**src/rtl/alt_mem_ddrx_wdata_cmd_scheduler.sv**
```systemverilog
// ============================================================================
// alt_mem_ddrx_wdata_cmd_scheduler: holds write commands until enough data
// beats are buffered, then issues them in order.  Rev 1.0
// ============================================================================
`default_nettype none

module alt_mem_ddrx_wdata_cmd_scheduler #(
   parameter int CFG_BURSTCOUNT_TRACKING_WIDTH = 7,
   parameter int CFG_INT_SIZE_WIDTH            = 4,
   parameter int CFG_CMD_ID_WIDTH              = 4,
   parameter int CFG_CMD_FIFO_DEPTH            = 4
) (
   input  logic                                     ctl_clk,
   input  logic                                     ctl_reset,
   input  logic                                     cmd_valid,
   output logic                                     cmd_ready,
   input  logic [CFG_INT_SIZE_WIDTH-1:0]            cmd_size,
   input  logic [CFG_CMD_ID_WIDTH-1:0]              cmd_id,
   input  logic                                     burst_valid,
   output logic                                     burst_ready,
   output logic                                     issue_valid,
   input  logic                                     issue_ready,
   output logic [CFG_INT_SIZE_WIDTH-1:0]            issue_size,
   output logic [CFG_CMD_ID_WIDTH-1:0]              issue_id,
   output logic [CFG_BURSTCOUNT_TRACKING_WIDTH-1:0] data_pending_count,
   output logic [$clog2(CFG_CMD_FIFO_DEPTH):0]      cmd_fifo_count,
   output logic                                     err_zero_size
);

   localparam int PTR_W = $clog2(CFG_CMD_FIFO_DEPTH);
   localparam int CNT_W = CFG_BURSTCOUNT_TRACKING_WIDTH;
   localparam logic [CNT_W-1:0] CNT_MAX   = '1;
   localparam logic [PTR_W:0]   FIFO_FULL = (PTR_W+1)'(CFG_CMD_FIFO_DEPTH);

   typedef enum logic [1:0] {IDLE, WAIT_DATA, ISSUE} state_t;

   state_t state, state_next;

   logic [CFG_INT_SIZE_WIDTH-1:0] size_mem [CFG_CMD_FIFO_DEPTH];
   logic [CFG_CMD_ID_WIDTH-1:0]   id_mem   [CFG_CMD_FIFO_DEPTH];
   logic [PTR_W-1:0]              wr_ptr, rd_ptr;

   logic             cmd_accept, push, pop, beat_accept, fifo_empty, data_ok;
   logic [CNT_W-1:0] head_size_ext;

   assign cmd_ready     = (cmd_fifo_count != FIFO_FULL);
   assign cmd_accept    = cmd_valid & cmd_ready;
   // Zero-size commands are handshaken but never occupy a queue slot.
   assign push          = cmd_accept & (cmd_size != '0);
   assign pop           = (state == ISSUE) & issue_ready;
   assign burst_ready   = (data_pending_count != CNT_MAX);
   assign beat_accept   = burst_valid & burst_ready;
   assign fifo_empty    = (cmd_fifo_count == '0);
   assign issue_size    = size_mem[rd_ptr];
   assign issue_id      = id_mem[rd_ptr];
   assign head_size_ext = CNT_W'(issue_size);
   assign data_ok       = (data_pending_count >= head_size_ext);

   always_ff @(posedge ctl_clk) begin
      if (push) begin
         size_mem[wr_ptr] <= cmd_size;
         id_mem[wr_ptr]   <= cmd_id;
      end
   end

   always_ff @(posedge ctl_clk) begin
      if (ctl_reset) begin
         state              <= IDLE;
         wr_ptr             <= '0;
         rd_ptr             <= '0;
         cmd_fifo_count     <= '0;
         data_pending_count <= '0;
         err_zero_size      <= 1'b0;
      end else begin
         state <= state_next;
         if (push) wr_ptr <= wr_ptr + 1'b1;
         if (pop)  rd_ptr <= rd_ptr + 1'b1;
         case ({push, pop})
            2'b10:   cmd_fifo_count <= cmd_fifo_count + 1'b1;
            2'b01:   cmd_fifo_count <= cmd_fifo_count - 1'b1;
            default: cmd_fifo_count <= cmd_fifo_count;
         endcase
         // ISSUE is only entered with count >= head size, so this cannot underflow.
         data_pending_count <= data_pending_count + CNT_W'(beat_accept)
                               - (pop ? head_size_ext : '0);
         if (cmd_accept && (cmd_size == '0)) err_zero_size <= 1'b1;
      end
   end

   always_comb begin
      state_next  = state;
      issue_valid = 1'b0;
      case (state)
         IDLE: begin
            if (!fifo_empty) state_next = data_ok ? ISSUE : WAIT_DATA;
         end
         WAIT_DATA: begin
            if (data_ok) state_next = ISSUE;
         end
         ISSUE: begin
            issue_valid = 1'b1;
            if (issue_ready) state_next = IDLE;
         end
         default: state_next = IDLE;
      endcase
   end

endmodule

`default_nettype wire

```
**config.mk**
```make
export PLATFORM = sky130hd
export DESIGN_NAME = alt_mem_ddrx_wdata_cmd_scheduler
export DESIGN_NICKNAME = d
export VERILOG_FILES = /design/src/rtl/alt_mem_ddrx_wdata_cmd_scheduler.sv
export SDC_FILE = /design/constraint.sdc
export NUM_CORES = 1
export LEC_CHECK = 0
export ABC_CLOCK_PERIOD_IN_PS = 2700
export BUFFER_PORTS_ARGS = -buffer_cell sky130_fd_sc_hd__buf_2
export CAP_MARGIN = 25
export CELL_PAD_IN_SITES_DETAIL_PLACEMENT = 1
export CELL_PAD_IN_SITES_GLOBAL_PLACEMENT = 1
export CORE_AREA = 2 2 73 92
export DETAILED_ROUTE_END_ITERATION = 16
export DIE_AREA = 0 0 75 94
export GPL_TIMING_DRIVEN = 0
export PLACE_DENSITY = 0.74
export SLEW_MARGIN = 25
export SYNTH_ARGS = -nofsm -noshare
export SYNTH_HDL_FRONTEND = slang
export SYNTH_SLANG_ARGS = --single-unit
```
**constraint.sdc**
```tcl
create_clock -name ctl_clk -period 2.7 [get_ports ctl_clk]
set_clock_uncertainty 0.2 [all_clocks]
set_input_delay 0.27 -clock ctl_clk [delete_from_list [all_inputs] [get_ports ctl_clk]]
set_output_delay 0.27 -clock ctl_clk [all_outputs]
set_load 0.005 [all_outputs]
```
Yosys cells after proc, flatten, opt, wreduce, memory -nomap -nowiden
Memory sizes are Yosys's and may differ from the RTL's. A register that Yosys moved wholly into a read port is not among the register bits.
Index checks and enable logic that the tools add are counted.
{ "totals": {"register_bits": 17, "mem_bits_rw": 32, "output_inout_bits": 22, "elab_cells": 49, "mem_count": 2} }
{ "classes": {"n_addsub": 6, "magnitude_cmp": 1, "eq_ne": 9, "n_mux": 14, "n_bitwise": 4, "reduce_logical": 7} }
{ "mem_list": {"columns": ["name", "depth", "word_bits", "rd", "rd_ports_with_merged_regs", "write_ports", "line_no", "source"], "rows": [
  ["id_mem", 4, 4, 1, 1, 1, "40", "logic [CFG_CMD_ID_WIDTH-1:0] id_mem [CFG_CMD_FIFO_DEPTH];"],
  ["size_mem", 4, 4, 1, 1, 1, "39", "logic [CFG_INT_SIZE_WIDTH-1:0] size_mem [CFG_CMD_FIFO_DEPTH];"]
]} }
{ "ops": {"columns": ["operator", "n"], "rows": [
  ["$mux 2", 8],
  ["$add 7x1->7", 1],
  ["$ge 7x4->1", 1],
  ["$ne 7x7->1 const B", 1],
  ["$sub 7x4->7", 1],
  ["$ne 2x2->1 const B", 3],
  ["$pmux 2 s3", 1],
  ["$pmux 3 s2", 1],
  ["$add 2x1->2 const B", 2],
  ["$and 1x1->1", 4],
  ["$eq 2x1->1 const B", 2],
  ["$eq 2x2->1 const B", 2],
  ["$logic_not 4->1", 1],
  ["$mux 4", 1],
  ["$reduce_bool 4->1", 1],
  ["$add 3x1->3 const B", 1],
  ["$logic_not 3->1", 1],
  ["$mux 1", 3],
  ["$ne 3x3->1 const B", 1],
  ["$reduce_and 3->1", 1],
  ["$sub 3x1->3 const B", 1],
  ["$logic_not 2->1", 1],
  ["$reduce_bool 2->1", 1],
  ["$logic_and 1x1->1", 1]
]} }

Logic depth before layout (Yosys ltp)
{ "logic_depth": {"depth_word": 5, "mapped_depth": 12, "mapped_depth_nobuf": 12} }

Worst setup path after synthesis
Ideal clock, no wire load.
{ "synth_path": {"path_kind": "reg-to-reg", "from": "register (tool-made name)", "to": "register data_pending_count[6]", "setup_ns": 0.137, "arrival_ns": 2.472, "required_ns": 2.363, "path_slack_ns": -0.109, "stages_incl_launch_ff": 12, "path_buffers": 1, "cell_sequence": "dfxtp_1 -> buf_6 -> mux4_2 -> and2_1 -> ha_1 -> inv_1 -> ha_1 -> inv_1 -> fa_1 -> nor2b_1 -> o31a_1 -> o211ai_1"} }
{ "synth_rtl": {"columns": ["item", "line_no", "source"], "rows": [
  ["end signal, assigned", "84", "data_pending_count <= data_pending_count + CNT_W'(beat_accept)"],
  ["end, declared", "25", "output logic [CFG_BURSTCOUNT_TRACKING_WIDTH-1:0] data_pending_count,"]
]} }

==> results.tsv <==
stage	metric	value	unit
outcome	status	finished clean	
yosys	synthTopCellsByArea	edfxtp_1 38%, dfxtp_1 15%, ha_1 12%	
cts	clkTransAtPathRegs	0.11	ns
yosys	ys.flop_type	edfxtp_1	
place	hpwlAfterDp	3980	um
floorplanning	die-area	0.00705	sq mm
critical_path	required	2.70	ns
pwr	power.density	857	mW/mm^2
routing	drt_pass1_iterations	4	
floorplanning	coreArea	0.00613	sq mm
flow_run	drv_cap	0	
routing	drt_wl_total	5700	um
sta	grt_setup_unrepaired	true	
yosys	syn-instance-count	193	
critical_path	r2r-start	size_mem[3][0]$_DFFE_PP_	
cts	cts_made_buffers	5	
routing	ant_nets	0	
cells_and_area	final_nets	282	
floorplanning	die_h	94	um
critical_path	rrSetupSlack	0.02	ns
routing	drtIter0Drc	43	
yosys	yosysWarnings	0	
sta	finalSetupViolCount	0	
cells_and_area	fin_util	50.0	%
critical_path	cp_max_fo	4	
sta	period_share	99.1	%
global_routing	grt_usage	18.4	%
yosys	syn_nets	231	
routing	routedWlPerCell	17.3	um
place	dp.cells	312	
sta	max_freq	0.374	GHz
place	gp_congestion	0.760	
global_routing	grt_pass1_wl	9490	um
min_path	hp-class	in2reg	
cts	clkLatencyLatePin	0.32	ns
sta	relSlewSlack	62.7	%
routing	vias_per_cell	5.10	
floorplanning	initial_utilization	40.8	%
routing	vias	1682	
floorplanning	fp-row-count	32	
pwr	ir_drop	0.429	mV
sta	drv_slew	0	
critical_path	cp.arrival	2.67	ns
critical_path	end_kind	flip-flop	
cells_and_area	final_cell_mix	35 x buf_2, 32 x edfxtp_1, 19 x inv_1	
critical_path	crit_end	data_pending_count[6]$_SDFF_PP0_	
min_path	min-delay-start	cmd_size[1]	
cts	cts_tree	done	
critical_path	critical_path.startpoint_type	flip-flop	
pwr	leakage	1.20	nW
global_routing	grt_max_degree	19	
critical_path	path_class	reg2reg	
global_routing	grt_pass1_vias	1759	
sta	worst_pin_slew	0.554	ns
cells_and_area	stdcell_count	330	
yosys	synth.distinct_cells	47	
yosys	synthesis.area	0.00250	sq mm
yosys	synth_seq_cells	51	
sta	period_minus_slack	2.68	ns
critical_path	path_cells	mux4_2 -> and2_4 -> ha_4 -> inv_2 -> ha_4 -> inv_2 -> fa_2 -> nor2b_4 -> o31a_1 -> o211ai_1	
floorplanning	io_pins	35	
routing	drc	0	
pwr	totalPowerFinal	2.62	mW
critical_path	cpPeakStageDelay	0.52	ns
critical_path	slowest_stage	mux4_2	
cells_and_area	drive_gt1_share	31.8	%
yosys	synth_seq_area_share	53.7	%
critical_path	cp-startpoint	size_mem[3][0]$_DFFE_PP_	
yosys	synth.top_cell.area_share	38.4	%
critical_path	reg2reg_depth	10	
cells_and_area	area_delta_synth_final	22.5	%
place	port_buffers	34	
global_routing	antenna_found_initial	0	
yosys	synth_edf_count	32	
floorplanning	die_w	75	um
sta	finalHoldViolations	0	
cts	cts_sinks	51	
cells_and_area	diodes	0	
critical_path	r2r-end	data_pending_count[6]$_SDFF_PP0_	
yosys	synth.avg_cell_area	13.0	sq um
cts	cts_max_level	2	
cells_and_area	layout_commonest_cell	buf_2	
yosys	synth_largest_area_cell	edfxtp_1	
global_routing	overflow	0	
yosys	synth-async-reset-ratio	0	%
cts	clockBufferDepth	2	
cts	cts_root_buffer	clkbuf_8	
[registers in the layout, summed over array words and instances (netlist names), named ones only]
| name | flops |
|---|---|
| id_mem | 16 |
| cmd_fifo_count | 3 |
| err_zero_size | 1 |
| state | 2 |
| size_mem | 16 |
| data_pending_count | 7 |
| wr_ptr | 2 |
| rd_ptr | 2 |
[routing by layer]
| metal | part of all wire, % | GRT usage (%) | wire length [um] | vias up |
|---|---|---|---|---|
| met1 | 43 | 24.5 | 2480 | 820 |
| met4 | 1.9 | 5.95 | 107 | 0 |
| li1 | - | - | - | 824 |
| met2 | 52 | 30.5 | 2960 | 30 |
| met3 | 2.7 | 2.58 | 155 | 8 |
| met5 | 0 | 0 | 0 | - |
[critical path: cells and delay by family (launching register included)]
family                     cells  cell delay (ns)
buffers and inverters          2             0.10
adders and majority gates      3             0.72
muxes                          1             0.52
DFF                            1             0.39
and+or+nand+nor                2             0.34
AOI/OAI and AO/OA              2             0.29
[cells in the mapped netlist, types with 2 or more instances]
cell,n
edfxtp_1,32
o21ai_0,6
and2_1,5
o211a_1,2
a311oi_1,2
xor2_1,3
or4_1,5
nand2_1,7
mux4_2,8
nand4b_1,2
nor2b_1,4
nor3_1,2
a211oi_1,3
a21oi_1,3
ha_1,23
or3_1,2
nor4_1,2
nor2_1,11
fa_1,2
dfxtp_1,19
nand4_1,2
o31ai_1,3
inv_1,21
[worst min path at each step]
stage / end / slack [ns] / depth (start not counted)
floorplan: id_mem[0][0]$_DFFE_PP_ / 0.17 / 0
finish: size_mem[0][1]$_DFFE_PP_ / 0.01 / 1
detailed placement: err_zero_size$_SDFFE_PP0P_ / 0.27 / 2
CTS: size_mem[0][1]$_DFFE_PP_ / 0.01 / 1
global placement: err_zero_size$_SDFFE_PP0P_ / 0.25 / 2
global route: size_mem[0][1]$_DFFE_PP_ / 0.006 / 1
[what timing repair did]
action / 4_1_cts / 5_1_grt
hold endpoints to repair: 24 / 0
gates resized for setup: 12 / 7
buffers inserted: 6 / 0
pin swaps: 8 / 3
hold buffers: 6 / 0
endpoints found under the setup margin: 6 / 4
[logic make-up after synthesis]
kind of cell	Yosys count	synth area share, %
AND/OR/NAND/NOR	52	12.7
XOR/XNOR	4	1.40
adder cells (fa/ha/maj)	25	13.1
AO/OA/AOI/OAI	27	7.61
flip-flops	51	53.7
buffers and inverters	26	4.30
multiplexers	8	7.21
[area by class of cell]
type	count	area, sq um
Clock buffer	5	68.8
Timing Repair Buffer	46	275
Sequential cell	51	1350
Fill cell	650	3060
Inverter	21	78.8
Multi-Input combinational cell	116	1140
Buffer	3	13.8
Clock inverter	3	28.8
Tap cell	85	106
[metrics by stage]
step                      TNS (ns)  cell area (sq um)  setup slack [ns]  hold WS, ns
after floorplan            -0.0417               2510           -0.0417        0.169
after global placement      -0.905               2790            -0.315        0.250
after detailed placement     -1.37               2790            -0.383        0.268
after CTS                  -0.0791               3050           -0.0636       0.0119
after global routing        -0.198               3060           -0.0789      0.00638
final                            0               3060            0.0250       0.0101
[report_power, final]
group,leakage [nW],internal [mW],switching (mW),total (mW)
Combinational,0.698,0.550,0.563,1.11
Sequential,0.452,0.946,0.0887,1.03
Clock,0.0502,0.193,0.283,0.475
Total,1.20,1.69,0.935,2.62
Power figures use the tool's default switching activity.
